File: config.mk
export PLATFORM = sky130hd
export DESIGN_NAME = manchester_receiver
export DESIGN_NICKNAME = d
export VERILOG_FILES = /design/src/rtl/manchester_receiver_pkg.sv /design/src/rtl/manchester_receiver_bit_decoder.sv /design/src/rtl/manchester_receiver.sv
export SDC_FILE = /design/constraint.sdc
export NUM_CORES = 1
export LEC_CHECK = 0
export CORE_UTILIZATION = 60
export CTS_CLUSTER_SIZE = 24
export DETAILED_ROUTE_END_ITERATION = 10
export GPL_TIMING_DRIVEN = 0
export HOLD_SLACK_MARGIN = 0.05
export PLACE_DENSITY = 0.87
export SETUP_SLACK_MARGIN = 0.5
export SYNTH_ARGS = -nofsm -noshare
export SYNTH_HDL_FRONTEND = slang
export SYNTH_SLANG_ARGS = --single-unit
File: constraint.sdc
create_clock -name i_clk -period 6.85 [get_ports i_clk]
set_input_delay 0.685 -clock i_clk [delete_from_list [all_inputs] [get_ports i_clk]]
set_output_delay 0.685 -clock i_clk [all_outputs]
set_load 0.005 [all_outputs]
File: src/rtl/manchester_receiver_pkg.sv
// ----------------------------------------------------------------------------
// manchester_receiver_pkg
// Shared definitions for the Manchester frame link receiver: framing state
// encodings (also reported on o_status[11:8]), status word bit positions, the
// post-frame gap size shared with the transmitter, and a small LSB-first
// shift helper used by every byte-assembling state.
// ----------------------------------------------------------------------------
package manchester_receiver_pkg;

   // Framing states; numeric values are visible to the host through o_status.
   typedef enum logic [3:0] {
      ST_HUNT     = 4'd0,
      ST_PREAMBLE = 4'd1,
      ST_START    = 4'd2,
      ST_LEN0     = 4'd3,
      ST_LEN1     = 4'd4,
      ST_DATA     = 4'd5,
      ST_ERR      = 4'd6
   } rxState_e;

   // Sticky status bits in o_status[4:0].
   localparam int STAT_RX_OVERLAP  = 0;
   localparam int STAT_TIMEOUT     = 1;
   localparam int STAT_BAD_START   = 2;
   localparam int STAT_LEN_TOO_BIG = 3;
   localparam int STAT_LEN_ZERO    = 4;

   // Live state reporting in o_status.
   localparam int STAT_STATE_LSB   = 8;
   localparam int STAT_BUSY        = 12;

   // Line-low gap the transmitter leaves after each frame, in bit periods.
   localparam int GAP_BITS         = 2;

   // Shift one received bit into a byte that arrives LSB first.
   function automatic logic [7:0] shiftInLsbFirst(input logic [7:0] cur, input logic b);
      return {b, cur[7:1]};
   endfunction

endpackage

File: src/rtl/manchester_receiver_bit_decoder.sv
// ----------------------------------------------------------------------------
// manchester_bit_decoder
// Recovers Manchester bits from the oversampled line. The line is brought
// into the clock domain by two flops, edges are found on the synchronised
// value, and only edges that land in the window where a mid-bit transition
// is expected are accepted. Edges too soon after the last mid-bit (bit
// boundaries, glitches) are blanked; no edge for too long raises a timeout.
//
// Ports
//   i_clk         sample clock, OVERSAMPLE cycles per line bit
//   i_rst_n       asynchronous active-low reset
//   i_rx          raw line input (asynchronous)
//   i_in_hunt     framing FSM is hunting: only falling edges count as bits
//   o_bit_stb     one-cycle strobe, a mid-bit edge was accepted
//   o_bit_val     decoded bit value for o_bit_stb (1 = rising, 0 = falling)
//   o_timeout_stb one-cycle strobe, expected mid-bit edge never arrived
// ----------------------------------------------------------------------------
module manchester_bit_decoder #(
   parameter int OVERSAMPLE = 8
) (
   input  logic i_clk,
   input  logic i_rst_n,
   input  logic i_rx,
   input  logic i_in_hunt,
   output logic o_bit_stb,
   output logic o_bit_val,
   output logic o_timeout_stb
);

   localparam int            CW      = $clog2(2 * OVERSAMPLE);
   localparam logic [CW-1:0] BLANK   = CW'(3 * OVERSAMPLE / 4);
   localparam logic [CW-1:0] TOUT    = CW'(5 * OVERSAMPLE / 4);
   localparam logic [CW-1:0] CNT_MAX = '1;

   logic          rxMeta_q;
   logic          rxSync_q;
   logic          rxPrev_q;
   logic          active_q;
   logic [CW-1:0] cnt_q;

   logic          edgeSeen;
   logic          inWindow;
   logic          accept;

   // cnt_q holds (cycles since the last accepted edge) - 1 at the moment an
   // edge is seen. While no bit is being tracked (after reset or timeout)
   // any qualifying edge is taken immediately so the decoder can lock on.
   always_comb begin
      edgeSeen = rxSync_q ^ rxPrev_q;
      inWindow = !active_q || ((cnt_q >= BLANK) && (cnt_q < TOUT));
      accept   = edgeSeen && inWindow && (!i_in_hunt || !rxSync_q);
   end

   assign o_bit_stb     = accept;
   assign o_bit_val     = rxSync_q;
   assign o_timeout_stb = active_q && (cnt_q == TOUT);

   // Synchroniser, edge history and the since-last-bit counter. The counter
   // saturates so a long idle line cannot wrap it back into the window.
   always_ff @(posedge i_clk or negedge i_rst_n) begin
      if (!i_rst_n) begin
         rxMeta_q <= 1'b0;
         rxSync_q <= 1'b0;
         rxPrev_q <= 1'b0;
         active_q <= 1'b0;
         cnt_q    <= '0;
      end else begin
         rxMeta_q <= i_rx;
         rxSync_q <= rxMeta_q;
         rxPrev_q <= rxSync_q;
         if (accept) begin
            cnt_q    <= '0;
            active_q <= 1'b1;
         end else begin
            if (cnt_q != CNT_MAX) begin
               cnt_q <= cnt_q + 1'b1;
            end
            if (o_timeout_stb) begin
               active_q <= 1'b0;
            end
         end
      end
   end

endmodule

File: src/rtl/manchester_receiver.sv
// ----------------------------------------------------------------------------
// manchester_receiver
// Receive side of the Manchester frame link. Bits recovered by
// manchester_bit_decoder drive a framing FSM that locks onto the preamble,
// checks the start bits, collects a 16-bit LSB-first length and then
// streams payload bytes out with a one-cycle valid strobe.
//
// Ports
//   i_clk           sample clock, OVERSAMPLE x bit rate
//   i_rst_n         asynchronous active-low reset
//   i_rx            line input, idle low
//   i_clear_status  clears the sticky bits o_status[4:0]
//   o_data          last received payload byte
//   o_data_valid    one-cycle strobe for o_data
//   o_frame_done    one-cycle strobe, whole frame received
//   o_frame_err     one-cycle strobe, frame aborted
//   o_frame_len     length field of the last frame
//   o_frames_count  good-frame counter, wraps
//   o_status        {3'b0, busy, state[3:0], 3'b0, sticky[4:0]}
// ----------------------------------------------------------------------------
module manchester_receiver
   import manchester_receiver_pkg::*;
#(
   parameter int OVERSAMPLE    = 8,
   parameter int MIN_PREAMBLE  = 16,
   parameter int MAX_FRAME_LEN = 1024
) (
   input  logic        i_clk,
   input  logic        i_rst_n,
   input  logic        i_rx,
   input  logic        i_clear_status,
   output logic [7:0]  o_data,
   output logic        o_data_valid,
   output logic        o_frame_done,
   output logic        o_frame_err,
   output logic [15:0] o_frame_len,
   output logic [7:0]  o_frames_count,
   output logic [15:0] o_status
);

   localparam int            ZW         = $clog2(MIN_PREAMBLE + 1);
   localparam logic [ZW-1:0] ZERO_SAT   = ZW'(MIN_PREAMBLE);
   localparam int            GW         = $clog2(GAP_BITS * OVERSAMPLE + 1);
   localparam logic [GW-1:0] GAP_CYCLES = GW'(GAP_BITS * OVERSAMPLE);
   localparam logic [15:0]   MAX_LEN    = 16'(MAX_FRAME_LEN);

   logic           bitStb;
   logic           bitVal;
   logic           timeoutStb;

   rxState_e       state_q;
   logic [ZW-1:0]  zeroCnt_q;
   logic [2:0]     bitCnt_q;
   logic [7:0]     shift_q;
   logic [7:0]     lenLo_q;
   logic [15:0]    byteCnt_q;
   logic [GW-1:0]  gapCnt_q;
   logic [4:0]     sticky_q;
   logic [3:0]     stateReg_q;
   logic           busy_q;
   logic [7:0]     data_q;
   logic           dataValid_q;
   logic           frameDone_q;
   logic           frameErr_q;
   logic [15:0]    frameLen_q;
   logic [7:0]     framesCount_q;

   logic [7:0]     byte_d;
   logic [15:0]    len_d;
   logic [15:0]    status_d;

   manchester_bit_decoder #(
      .OVERSAMPLE(OVERSAMPLE)
   ) u_bitDecoder (
      .i_clk        (i_clk),
      .i_rst_n      (i_rst_n),
      .i_rx         (i_rx),
      .i_in_hunt    (state_q == ST_HUNT),
      .o_bit_stb    (bitStb),
      .o_bit_val    (bitVal),
      .o_timeout_stb(timeoutStb)
   );

   // The byte being completed by the current bit, and the full length field
   // as it would read if this bit closes LEN1.
   always_comb begin
      byte_d = shiftInLsbFirst(shift_q, bitVal);
      len_d  = {byte_d, lenLo_q};
   end

   // Framing FSM. All host-visible outputs are registered here; strobes
   // default low every cycle. The status snapshot of state lags by one
   // cycle. A clear request and a sticky event in the same cycle leave the
   // event bit set because the later assignment wins.
   always_ff @(posedge i_clk or negedge i_rst_n) begin
      if (!i_rst_n) begin
         state_q       <= ST_HUNT;
         zeroCnt_q     <= '0;
         bitCnt_q      <= '0;
         shift_q       <= '0;
         lenLo_q       <= '0;
         byteCnt_q     <= '0;
         gapCnt_q      <= '0;
         sticky_q      <= '0;
         stateReg_q    <= '0;
         busy_q        <= 1'b0;
         data_q        <= '0;
         dataValid_q   <= 1'b0;
         frameDone_q   <= 1'b0;
         frameErr_q    <= 1'b0;
         frameLen_q    <= '0;
         framesCount_q <= '0;
      end else begin
         dataValid_q <= 1'b0;
         frameDone_q <= 1'b0;
         frameErr_q  <= 1'b0;
         stateReg_q  <= state_q;
         busy_q      <= (state_q != ST_HUNT);
         if (gapCnt_q != '0) begin
            gapCnt_q <= gapCnt_q - 1'b1;
         end
         if (i_clear_status) begin
            sticky_q <= '0;
         end

         case (state_q)
            ST_HUNT: begin
               if (bitStb) begin
                  state_q   <= ST_PREAMBLE;
                  zeroCnt_q <= ZW'(1);
                  // A new frame starting inside the post-frame gap means the
                  // transmitter did not respect the line-low interval.
                  if (gapCnt_q != '0) begin
                     sticky_q[STAT_RX_OVERLAP] <= 1'b1;
                  end
               end
            end

            ST_PREAMBLE: begin
               if (bitStb) begin
                  if (!bitVal) begin
                     if (zeroCnt_q != ZERO_SAT) begin
                        zeroCnt_q <= zeroCnt_q + 1'b1;
                     end
                  end else if (zeroCnt_q >= ZERO_SAT) begin
                     state_q <= ST_START;
                  end else begin
                     state_q <= ST_HUNT;
                  end
               end else if (timeoutStb) begin
                  state_q <= ST_HUNT;
               end
            end

            ST_START: begin
               if (bitStb) begin
                  if (bitVal) begin
                     state_q  <= ST_LEN0;
                     bitCnt_q <= '0;
                  end else begin
                     state_q                  <= ST_ERR;
                     sticky_q[STAT_BAD_START] <= 1'b1;
                  end
               end else if (timeoutStb) begin
                  state_q                <= ST_ERR;
                  sticky_q[STAT_TIMEOUT] <= 1'b1;
               end
            end

            ST_LEN0: begin
               if (bitStb) begin
                  shift_q  <= byte_d;
                  bitCnt_q <= bitCnt_q + 1'b1;
                  if (bitCnt_q == 3'd7) begin
                     lenLo_q <= byte_d;
                     state_q <= ST_LEN1;
                  end
               end else if (timeoutStb) begin
                  state_q                <= ST_ERR;
                  sticky_q[STAT_TIMEOUT] <= 1'b1;
               end
            end

            ST_LEN1: begin
               if (bitStb) begin
                  shift_q  <= byte_d;
                  bitCnt_q <= bitCnt_q + 1'b1;
                  if (bitCnt_q == 3'd7) begin
                     frameLen_q <= len_d;
                     byteCnt_q  <= '0;
                     if (len_d == 16'd0) begin
                        state_q                 <= ST_ERR;
                        sticky_q[STAT_LEN_ZERO] <= 1'b1;
                     end else if (len_d > MAX_LEN) begin
                        state_q                    <= ST_ERR;
                        sticky_q[STAT_LEN_TOO_BIG] <= 1'b1;
                     end else begin
                        state_q <= ST_DATA;
                     end
                  end
               end else if (timeoutStb) begin
                  state_q                <= ST_ERR;
                  sticky_q[STAT_TIMEOUT] <= 1'b1;
               end
            end

            ST_DATA: begin
               if (bitStb) begin
                  shift_q  <= byte_d;
                  bitCnt_q <= bitCnt_q + 1'b1;
                  if (bitCnt_q == 3'd7) begin
                     data_q      <= byte_d;
                     dataValid_q <= 1'b1;
                     byteCnt_q   <= byteCnt_q + 16'd1;
                     if (byteCnt_q + 16'd1 == frameLen_q) begin
                        frameDone_q   <= 1'b1;
                        framesCount_q <= framesCount_q + 8'd1;
                        gapCnt_q      <= GAP_CYCLES;
                        state_q       <= ST_HUNT;
                     end
                  end
               end else if (timeoutStb) begin
                  state_q                <= ST_ERR;
                  sticky_q[STAT_TIMEOUT] <= 1'b1;
               end
            end

            ST_ERR: begin
               frameErr_q <= 1'b1;
               state_q    <= ST_HUNT;
            end

            default: begin
               state_q <= ST_HUNT;
            end
         endcase
      end
   end

   // Status word assembled from registered fields only.
   always_comb begin
      status_d                            = '0;
      status_d[STAT_BUSY]                 = busy_q;
      status_d[STAT_STATE_LSB +: 4]       = stateReg_q;
      status_d[STAT_LEN_ZERO:STAT_RX_OVERLAP] = sticky_q;
   end

   assign o_data         = data_q;
   assign o_data_valid   = dataValid_q;
   assign o_frame_done   = frameDone_q;
   assign o_frame_err    = frameErr_q;
   assign o_frame_len    = frameLen_q;
   assign o_frames_count = framesCount_q;
   assign o_status       = status_d;

endmodule

==> run summary, run 1 <==
#FFs+latches synth - 101
max-cap viol count - 0
number of I/O pins - 55
Syn-to-layout area delta - 16.5%
Final Skew - 0.0133 ns
max-slew violation count - 0
Sequential Power Share - 54.2%
vias - 4225
Mapped Avg Cell Area - 9.95 um2
# diodes - 0
vias in the first global route - 3881
Iteration-0 DRC Markers - 340
Slew headroom - 56.9%
sequential share of the synthesized area - 48.6%
GPL Wtd Cong - 0.911
Hold Fails Final Rpt - 0
FP Rows - 33
share of layout cells above drive strength 1 - 13.5%
# DRC - 0
ANT nets after route - 0
CTS root buf - clkbuf_8
dominant synthesized flop cell - dfrtp_1
worst slew pin tran - 0.640 ns
f_max - 284 MHz
maximum vdd ir drop - 177 uV
Comb power frac - 14.9%
Tot GR Track Use - 27.8%
Num Clock Sinks - 101
Power Density - 202 mW/mm2
Critical Path AT - 3.78 ns
global route overflow - 0
CTS-repair resized insts - 0
Post-Layout Cell Count - 699
ys async rst share - 100%
DIE AREA - 0.00905 mm2
first-pass GRT wire length - 19300 um
# Post-CTS Setup Buffers - 0
CTS tree - done
Netlist Area Pre-Place - 0.00520 mm2
largest net degree at the start of global routing - 55
effective utilization at floorplan - 62.7%
DP HPWL - 8410 um
P_leak - 2.80 nW
clk buf depth - 2
fin crit period - 3.53 ns
post-DR vias/cell - 6.04
TritonCTS Buffers - 9
Syn Inst Count - 523
P_sw - 0.379 mW
commonest non-fill, non-tap cells in the layout - 101 x dfrtp_1, 66 x nand2_1, 47 x clkdlybuf4s50_1
# setup viols final - 0
H-tree Lvls - 3
Reg clk slew, reported paths - 0.11 ns
Nets - 602
WL per Instance - 16.9 um
DRT Pass-1 Iters - 5
placed cell count - 683
Die Span Y - 95.1 um
most common cell after layout, fill and taps aside - dfrtp_1
run status - finished, final reports clean
Crit Path Category - register to register
crit path launch type - register
Routed Wire Length - 11800 um
Hold Crit Class - input pin to asynchronous set/reset pin
IO Port Bufs - 48
Clk Latency, worst-skew pair - 0.36 ns
worst-path fanout max - 10
CP Capture Type - register
switch share - 31.0%
Netlist cell types - 63
Post-synth EDFFs - 0
Hold Buf Count CTS - 0
Power Internal - 0.845 mW
Required @ worst endpoint - 7.11 ns
initial antenna violation count - 0
Synth warnings - 0
clock power share - 30.9%
core box area - 0.00830 mm2
fin crit share - 51.5%
unrepaired setup endpoints after global routing - no
Chip Width - 95.1 um
Setup Total Neg Slack - 0 ns
## metal layers
layer	vias up	share of wire (%)	track usage (%)
li1	1977	-	-
met1	2068	45	39.4
met2	159	48	44.2
met3	21	5.8	4.94
met4	0	1.7	7.32
met5	-	0	0
## cells in the mapped netlist (all sizes together) (4+ instances only)
library cell / number / area, um2
nand2b: 9 / 56.3
a22o: 5 / 43.8
ha: 9 / 113
nor4: 12 / 111
nor3: 13 / 65.1
nand2: 66 / 248
nor3b: 4 / 30.0
nor2: 35 / 131
inv: 21 / 78.8
clkbuf: 16 / 62.6
and3: 5 / 31.3
mux2: 32 / 360
a21oi: 16 / 80.1
nand4: 5 / 43.8
xnor2: 21 / 184
dfrtp: 101 / 2530
o31ai: 6 / 45.0
xor2: 12 / 105
o21ai: 29 / 145
buf: 16 / 105
or3: 4 / 25.0
a31oi: 5 / 31.3
nand3: 24 / 120
## worst max-delay path: stages, from the launching register on
cell      delay, ns
dfrtp_1        0.36
clkbuf_1       0.36
nor4_1         0.18
o21ai_1        0.30
and2_1         0.17
clkbuf_1       0.38
nand2_1        0.34
nor2_1         0.59
buf_2          0.37
mux2_2         0.37
## sequential cells by signal, indices dropped and copies added, names as in the netlist
name                    flops
state_q                     4
o_frame_done                1
o_data_valid                1
o_frames_count              8
o_frame_len                16
sticky_q                    5
stateReg_q                  4
zeroCnt_q                   5
u_bitDecoder.active_q       1
u_bitDecoder.o_bit_val      1
u_bitDecoder.cnt_q          4
shift_q                     7
u_bitDecoder.rxMeta_q       1
byteCnt_q                  16
bitCnt_q                    3
lenLo_q                     8
u_bitDecoder.rxPrev_q       1
o_data                      8
gapCnt_q                    5
busy_q                      1
o_frame_err                 1
## path summary, 6_finish.rpt
path	end	from	cells after the start	slack (ns)
min in group i_clk	u_bitDecoder.o_bit_val	u_bitDecoder.rxMeta_q	0	0.36
worst min-delay path	o_frames_count[7]	i_rst_n	1	0.33
worst max-delay path	o_frame_len[13]	state_q[3]	9	3.32
worst min register to register	u_bitDecoder.o_bit_val	u_bitDecoder.rxMeta_q	0	0.36
worst max register to register	o_frame_len[13]	state_q[3]	9	3.32
max in group asynchronous	shift_q[1]	i_rst_n	2	5.85
## area by class of cell
cell class / instances / area [um2]
flip-flops and latches: 101 / 2530
multi-input cells: 374 / 2450
fillers: 610 / 2230
repair buffers: 49 / 505
plain buffers: 32 / 168
well taps: 105 / 131
clock buffers: 9 / 124
inverters: 22 / 82.6
clock inverters: 7 / 77.6
## cells by family (layout without fill, tap and decap cells)
group           after synthesis  in the layout  share of synthesized area, %
buf+inv                      54            119                          4.81
fa+ha+maj                     9              9                          2.16
mux                          32             32                          6.92
xor+xnor                     33             33                          5.55
other cells                   1              7                        0.0721
simple gates                198            198                          19.6
flops                       101            101                          48.6
compound gates               95             95                          12.3
## power by group through the flow
| stage | Clock [mW] | Sequential, mW | Combinational (mW) |
|---|---|---|---|
| 2_1_floorplan | 0 | 0.667 | 0.127 |
| 3_3_place_gp | 0 | 0.673 | 0.173 |
| 3_5_place_dp | 0 | 0.674 | 0.181 |
| 4_1_cts | 0.383 | 0.663 | 0.182 |
| 5_1_grt | 0.411 | 0.669 | 0.207 |
| 6_report | 0.379 | 0.664 | 0.182 |
## through the flow
| step | utilization, % | worst slack, ns | power, mW | hold WS (ns) | instance area [um2] |
|---|---|---|---|---|---|
| final | 73.1 | 3.32 | 1.22 | 0.329 | 6060 |
| after detailed placement | 70.6 | 3.37 | 0.855 | 0.340 | 5860 |
| after floorplan | - | 4.07 | 0.794 | 0.331 | 5230 |
| after global placement | 70.3 | 1.49 | 0.845 | 0.333 | 5840 |
| after global routing | 73.1 | 3.04 | 1.29 | 0.362 | 6060 |
| after CTS | 73.1 | 3.35 | 1.23 | 0.348 | 6060 |
Power figures use the tool's default switching activity.
==> run 2: changes to the inputs <==
CORE_UTILIZATION = 51   (was 60)
PLACE_DENSITY = 0.79   (was 0.87)
clock period = 2.8 ns   (was 6.85 ns; I/O delays follow)
==> run 2 against run 1 <==
  * Register-to-register slack worse by 3.3 ns
  * Worst hold slack worse by 0.0047 ns
  * Maximum frequency increased by 27%
  * Via count increased by 1.6%
  * Core utilization shrank 7.1 points
  * Critical endpoint is now o_frames_count[6]
  * Largest power group unchanged
==> run summary, run 2 (synthesis results as in run 1) <==
max-cap viol count - 0 (unchanged)
DRT Pass-1 Iters - 4 (was 5)
worst-path fanout max - 8 (was 10)
effective utilization at floorplan - 53.0% (was 62.7%)
clk buf depth - 2 (unchanged)
core box area - 0.00982 mm2 (was 0.00830 mm2)
number of I/O pins - 55 (unchanged)
DIE AREA - 0.0106 mm2 (was 0.00905 mm2)
Routed Wire Length - 12500 um (was 11800 um)
Filler cells - 790 (was 610)
Num Clock Sinks - 101 (unchanged)
initial antenna violation count - 0 (unchanged)
WL per Instance - 16.8 um (was 16.9 um)
first-pass GRT wire length - 19900 um (was 19300 um)
register area - 0.00254 mm2 (was 0.00253 mm2)
crit path launch type - register (unchanged)
Die Span Y - 103 um (was 95.1 um)
Final Instance Area - 0.00647 mm2 (was 0.00606 mm2)
CTS tree - done (unchanged)
Comb power frac - 17.2% (was 14.9%)
H-tree Lvls - 3 (unchanged)
fin crit share - 99.3% (was 51.5%)
P_sw - 0.908 mW (was 0.379 mW)
post-DR vias/cell - 5.79 (was 6.04)
Crit Path Category - register to register (unchanged)
global route overflow - 0 (unchanged)
Clk Latency, worst-skew pair - 0.38 ns (was 0.36 ns)
unrepaired setup endpoints after global routing - yes (was no)
Power Density - 465 mW/mm2 (was 202 mW/mm2)
ANT nets after route - 0 (unchanged)
Nets - 617 (was 602)
largest net degree at the start of global routing - 63 (was 55)
# diodes - 0 (unchanged)
Hold Crit Class - input pin to register (was input pin to asynchronous set/reset pin)
P_leak - 2.97 nW (was 2.80 nW)
Hold Fails Final Rpt - 0 (unchanged)
Slew headroom - 64.2% (was 56.9%)
vias in the first global route - 4055 (was 3881)
f_max - 360 MHz (was 284 MHz)
Critical Path AT - 3.09 ns (was 3.78 ns)
# DRC - 0 (unchanged)
Power Internal - 2.10 mW (was 0.845 mW)
TritonCTS Buffers - 9 (unchanged)
FP Rows - 36 (was 33)
max-slew violation count - 0 (unchanged)
GPL Wtd Cong - 0.910 (was 0.911)
maximum vdd ir drop - 351 uV (was 177 uV)
Required @ worst endpoint - 3.11 ns (was 7.11 ns)
CTS root buf - clkbuf_8 (unchanged)
clock power share - 29.0% (was 30.9%)
Setup Total Neg Slack - 0 ns (unchanged)
IO Port Bufs - 48 (unchanged)
share of layout cells above drive strength 1 - 22.5% (was 13.5%)
run status - finished, final reports clean (unchanged)
Sequential Power Share - 53.8% (was 54.2%)
most common cell after layout, fill and taps aside - dfrtp_1 (unchanged)
CP Capture Type - register (unchanged)
Tot GR Track Use - 25.0% (was 27.8%)
Iteration-0 DRC Markers - 344 (was 340)
commonest non-fill, non-tap cells in the layout - 94 x dfrtp_1, 65 x nand2_1, 47 x clkdlybuf4s50_1 (was 101 x dfrtp_1, 66 x nand2_1, 47 x clkdlybuf4s50_1)
vias - 4293 (was 4225)
# setup viols final - 0 (unchanged)
Final Skew - 0.00979 ns (was 0.0133 ns)
Util after Layout - 65.9% (was 73.1%)
worst slew pin tran - 0.537 ns (was 0.640 ns)
fin crit period - 2.78 ns (was 3.53 ns)
DP HPWL - 8640 um (was 8410 um)
dpl cell area - 0.00598 mm2 (was 0.00586 mm2)
switch share - 30.2% (was 31.0%)
Chip Width - 103 um (was 95.1 um)
Reg clk slew, reported paths - 0.10 ns (was 0.11 ns)
Multi-input gate area - 0.00265 mm2 (was 0.00245 mm2)
Syn-to-layout area delta - 24.4% (was 16.5%)
run 2: critical path: stages, from the launching register on:
cell	delay [ns]
dfrtp_1	0.34
clkbuf_4	0.20
and4_1	0.19
buf_4	0.16
nand2_1	0.10
xnor2_1	0.18
or4_1	0.53
or4_4	0.47
buf_8	0.17
nor4_4	0.21
xor2_1	0.17
run 2: path summary, 6_finish.rpt:
check | start | end | slack [ns] | cells after the start
min in group asynchronous | i_rst_n | u_bitDecoder.cnt_q[3] | 0.42 | 2
setup / recovery | byteCnt_q[3] | o_frames_count[6] | 0.02 | 10
hold / removal | i_rx | u_bitDecoder.rxMeta_q | 0.32 | 1
hold reg to reg | u_bitDecoder.rxMeta_q | u_bitDecoder.o_bit_val | 0.36 | 0
max in group asynchronous | i_rst_n | byteCnt_q[1] | 1.70 | 3
setup reg to reg | byteCnt_q[3] | o_frames_count[6] | 0.02 | 10
run 2: layer usage:
metal / vias to the layer above / share of wire [%] / global-route usage (%)
met1: 2138 / 43 / 32.9
met2: 134 / 49 / 40.2
met3: 22 / 6.0 / 5.97
li1: 1999 / - / -
met5: - / 0 / 0
met4: 0 / 2.0 / 9.21
run 2: stage by stage:
step                      instances  hold slack [ns]  setup slack [ns]  total power [mW]
after floorplan                 529          -0.0156             0.307              1.96
after global placement          710            0.334             -2.65              2.08
after detailed placement        711            0.307            -0.206              2.11
after CTS                       735            0.304            0.0953              3.00
after global routing            741            0.321           -0.0679              3.17
final                           741            0.324            0.0199              3.01
run 2: final cells by class:
cell class,count,area share [%]
Inverter,22,1.29
Sequential cell,101,39.2
Tap cell,133,2.57
Buffer,32,3.63
Multi-Input combinational cell,374,41.0
Timing Repair Buffer,64,9.59
Clock inverter,5,0.657
Clock buffer,10,2.13
run 2: repair_timing:
action | 4_1_cts | 5_1_grt
gates resized for setup | 31 | 24
setup endpoints to repair | 78 | 51
setup buffers | 8 | 6
cloned | 0 | 0
pin swaps | 8 | 7
hold endpoints to repair | 39 | 0
hold buffers | 1 | 0
run 2: power groups by stage:
stage	Sequential [mW]	Clock [mW]	Combinational, mW
2_1_floorplan	1.63	0	0.325
3_3_place_gp	1.65	0	0.438
3_5_place_dp	1.65	0	0.456
4_1_cts	1.62	0.899	0.487
5_1_grt	1.63	0.954	0.586
6_report	1.62	0.873	0.517
==> run 3: changes to the inputs <==
TNS_END_PERCENT = 50   (was default)
==> run 3 against run 2 <==
  * Sequential cell count unchanged
  * Largest cell class unchanged
  * Largest power group unchanged
  * First-iteration DRC count shrank 22%
  * Core utilization shrank 0.45 points
  * Highest routed layer unchanged
  * Clock-buffer cell count rose by 1
  * Critical path depth is 1 lower
  * Worst hold slack better by 0.018 ns
  * Wire length decreased by 3.5%
==> run summary, run 3 (synthesis results as in run 1) <==
max-slew violation count - 0 (unchanged)
most common cell after layout, fill and taps aside - dfrtp_1 (unchanged)
Slew headroom - 55.4% (was 64.2%)
Post-Layout Cell Count - 741 (unchanged)
placed cell count - 711 (unchanged)
Filler cells - 816 (was 790)
Crit Path Category - register to register (unchanged)
FP Rows - 36 (unchanged)
CTS root buf - clkbuf_8 (unchanged)
Iteration-0 DRC Markers - 268 (was 344)
IO Port Bufs - 48 (unchanged)
Critical R2R Launch - byteCnt_q[8] (was byteCnt_q[3])
register area - 0.00253 mm2 (was 0.00254 mm2)
DIE AREA - 0.0106 mm2 (unchanged)
CTS tree - done (unchanged)
Hold Crit Class - input pin to register (unchanged)
P_sw - 0.913 mW (was 0.908 mW)
CP Capture Type - register (unchanged)
Metal-1 WL - 5470 um (was 5420 um)
GPL Wtd Cong - 0.928 (was 0.910)
Tot GR Track Use - 24.5% (was 25.0%)
ANT nets after route - 0 (unchanged)
DRT Pass-1 Iters - 5 (was 4)
fin crit share - 99.1% (was 99.3%)
met3 wire length - 698 um (was 746 um)
Nets - 616 (was 617)
maximum vdd ir drop - 328 uV (was 351 uV)
global route overflow - 0 (unchanged)
H-tree Lvls - 3 (unchanged)
Final Instance Area - 0.00643 mm2 (was 0.00647 mm2)
total power - 3.05 mW (was 3.01 mW)
Critical Path AT - 3.07 ns (was 3.09 ns)
Hold Fails Final Rpt - 0 (unchanged)
Sequential Power Share - 53.0% (was 53.8%)
worst-path fanout max - 9 (was 8)
clock power share - 30.4% (was 29.0%)
setup ws final - 0.0250 ns (was 0.0199 ns)
Clk Latency, worst-skew pair - 0.37 ns (was 0.38 ns)
Reg clk slew, reported paths - 0.10 ns (about the same)
# diodes - 0 (unchanged)
Met2 Wirelength - 5670 um (was 6060 um)
max-cap viol count - 0 (unchanged)
dpl cell area - 0.00598 mm2 (unchanged)
DP HPWL - 8460 um (was 8640 um)
Hold Path Sink - u_bitDecoder.rxMeta_q (unchanged)
TritonCTS Buffers - 9 (unchanged)
clk buf depth - 2 (unchanged)
Final Skew - 0.0113 ns (was 0.00979 ns)
# setup viols final - 0 (unchanged)
worst hold slack - 0.342 ns (was 0.324 ns)
Comb power frac - 16.6% (was 17.2%)
Power Internal - 2.14 mW (was 2.10 mW)
WL per Instance - 16.2 um (was 16.8 um)
number of I/O pins - 55 (unchanged)
run status - finished, final reports clean (unchanged)
largest net degree at the start of global routing - 68 (was 63)
fin crit period - 2.78 ns (about the same)
Syn-to-layout area delta - 23.6% (was 24.4%)
Num Clock Sinks - 101 (unchanged)
effective utilization at floorplan - 53.0% (unchanged)
flop2flop setup slack - 0.02 ns (about the same)
Routed Wire Length - 12000 um (was 12500 um)
Required @ worst endpoint - 3.10 ns (was 3.11 ns)
Power Density - 474 mW/mm2 (was 465 mW/mm2)
RR Endpoint - o_frames_count[6] (unchanged)
commonest non-fill, non-tap cells in the layout - 95 x dfrtp_1, 65 x nand2_1, 47 x clkdlybuf4s50_1 (was 94 x dfrtp_1, 65 x nand2_1, 47 x clkdlybuf4s50_1)
Placement Setup Slack - -0.148 ns (was -0.206 ns)
DR top layer - met4 (unchanged)
Chip Width - 103 um (unchanged)
min-delay src - i_rx (unchanged)
Multi-input gate area - 0.00261 mm2 (was 0.00265 mm2)
r2r worst-path depth - 9 (was 10)
vias in the first global route - 3897 (was 4055)
worst slew pin tran - 0.662 ns (was 0.537 ns)
f_max - 360 MHz (about the same)
first-pass GRT wire length - 19700 um (was 19900 um)
# DRC - 0 (unchanged)
switch share - 30.0% (was 30.2%)
post-DR vias/cell - 5.71 (was 5.79)
core box area - 0.00982 mm2 (unchanged)
P_leak - 2.96 nW (was 2.97 nW)
share of layout cells above drive strength 1 - 21.5% (was 22.5%)
hold depth - 1 (unchanged)
unrepaired setup endpoints after global routing - yes (unchanged)
vias - 4234 (was 4293)
crit path launch type - register (unchanged)
Die Span Y - 103 um (unchanged)
initial antenna violation count - 0 (unchanged)
## run 3: how the worst max path moves through the flow
| stage | from | endpoint | slack (ns) | cells past startpoint |
|---|---|---|---|---|
| floorplan | byteCnt_q[9] | o_frames_count[1] | 0.31 | 7 |
| global placement | i_rst_n | byteCnt_q[0] | -2.63 | 1 |
| detailed placement | u_bitDecoder.o_bit_val | o_frames_count[1] | -0.15 | 8 |
| CTS | byteCnt_q[0] | o_frames_count[6] | 0.12 | 9 |
| global route | byteCnt_q[8] | o_frames_count[6] | -0.09 | 9 |
| finish | byteCnt_q[8] | o_frames_count[6] | 0.02 | 9 |
## run 3: timing repair
action	CTS	global route
endpoints found under the setup margin	78	69
hold buffers	1	0
resized for setup	23	18
endpoints found under the hold margin	34	0
setup buffers	9	4
pin swaps	6	4
## run 3: power by group through the flow
| stage | Combinational (mW) | Clock, mW | Sequential, mW |
|---|---|---|---|
| final | 0.506 | 0.926 | 1.62 |
| after global routing | 0.566 | 1.02 | 1.63 |
| after CTS | 0.504 | 0.961 | 1.61 |
| after detailed placement | 0.470 | 0 | 1.65 |
| after global placement | 0.440 | 0 | 1.64 |
| after floorplan | 0.325 | 0 | 1.63 |
## run 3: layout make-up
| cell class | count | share of cell area, % |
|---|---|---|
| repair buffers | 63 | 9.53 |
| plain buffers | 32 | 3.44 |
| flip-flops and latches | 101 | 39.4 |
| well taps | 133 | 2.59 |
| clock inverters | 5 | 0.759 |
| multi-input cells | 374 | 40.6 |
| clock buffers | 11 | 2.35 |
| inverters | 22 | 1.28 |
## run 3: routing by layer
layer | track usage (%) | vias up
met4 | 7.48 | 0
li1 | - | 1998
met1 | 34.8 | 2077
met2 | 38.1 | 145
met5 | 0 | -
met3 | 4.95 | 14
## run 3: metrics by stage
stage / utilization (%) / setup TNS (ns)
after global placement: 60.7 / -228.45
final: 65.5 / 0
after CTS: 64.6 / 0
after floorplan: - / 0
after detailed placement: 60.9 / -2.21
after global routing: 65.5 / -0.369
## run 3: critical path: stages, from the launching register on
cell and delay (ns):
dfrtp_1 0.37, buf_6 0.11, nand4_1 0.21, nor4_4 0.44, xnor2_1 0.14, a2111o_1 0.39, or4_4 0.55, buf_8 0.17
nor4_4 0.15, xor2_1 0.17
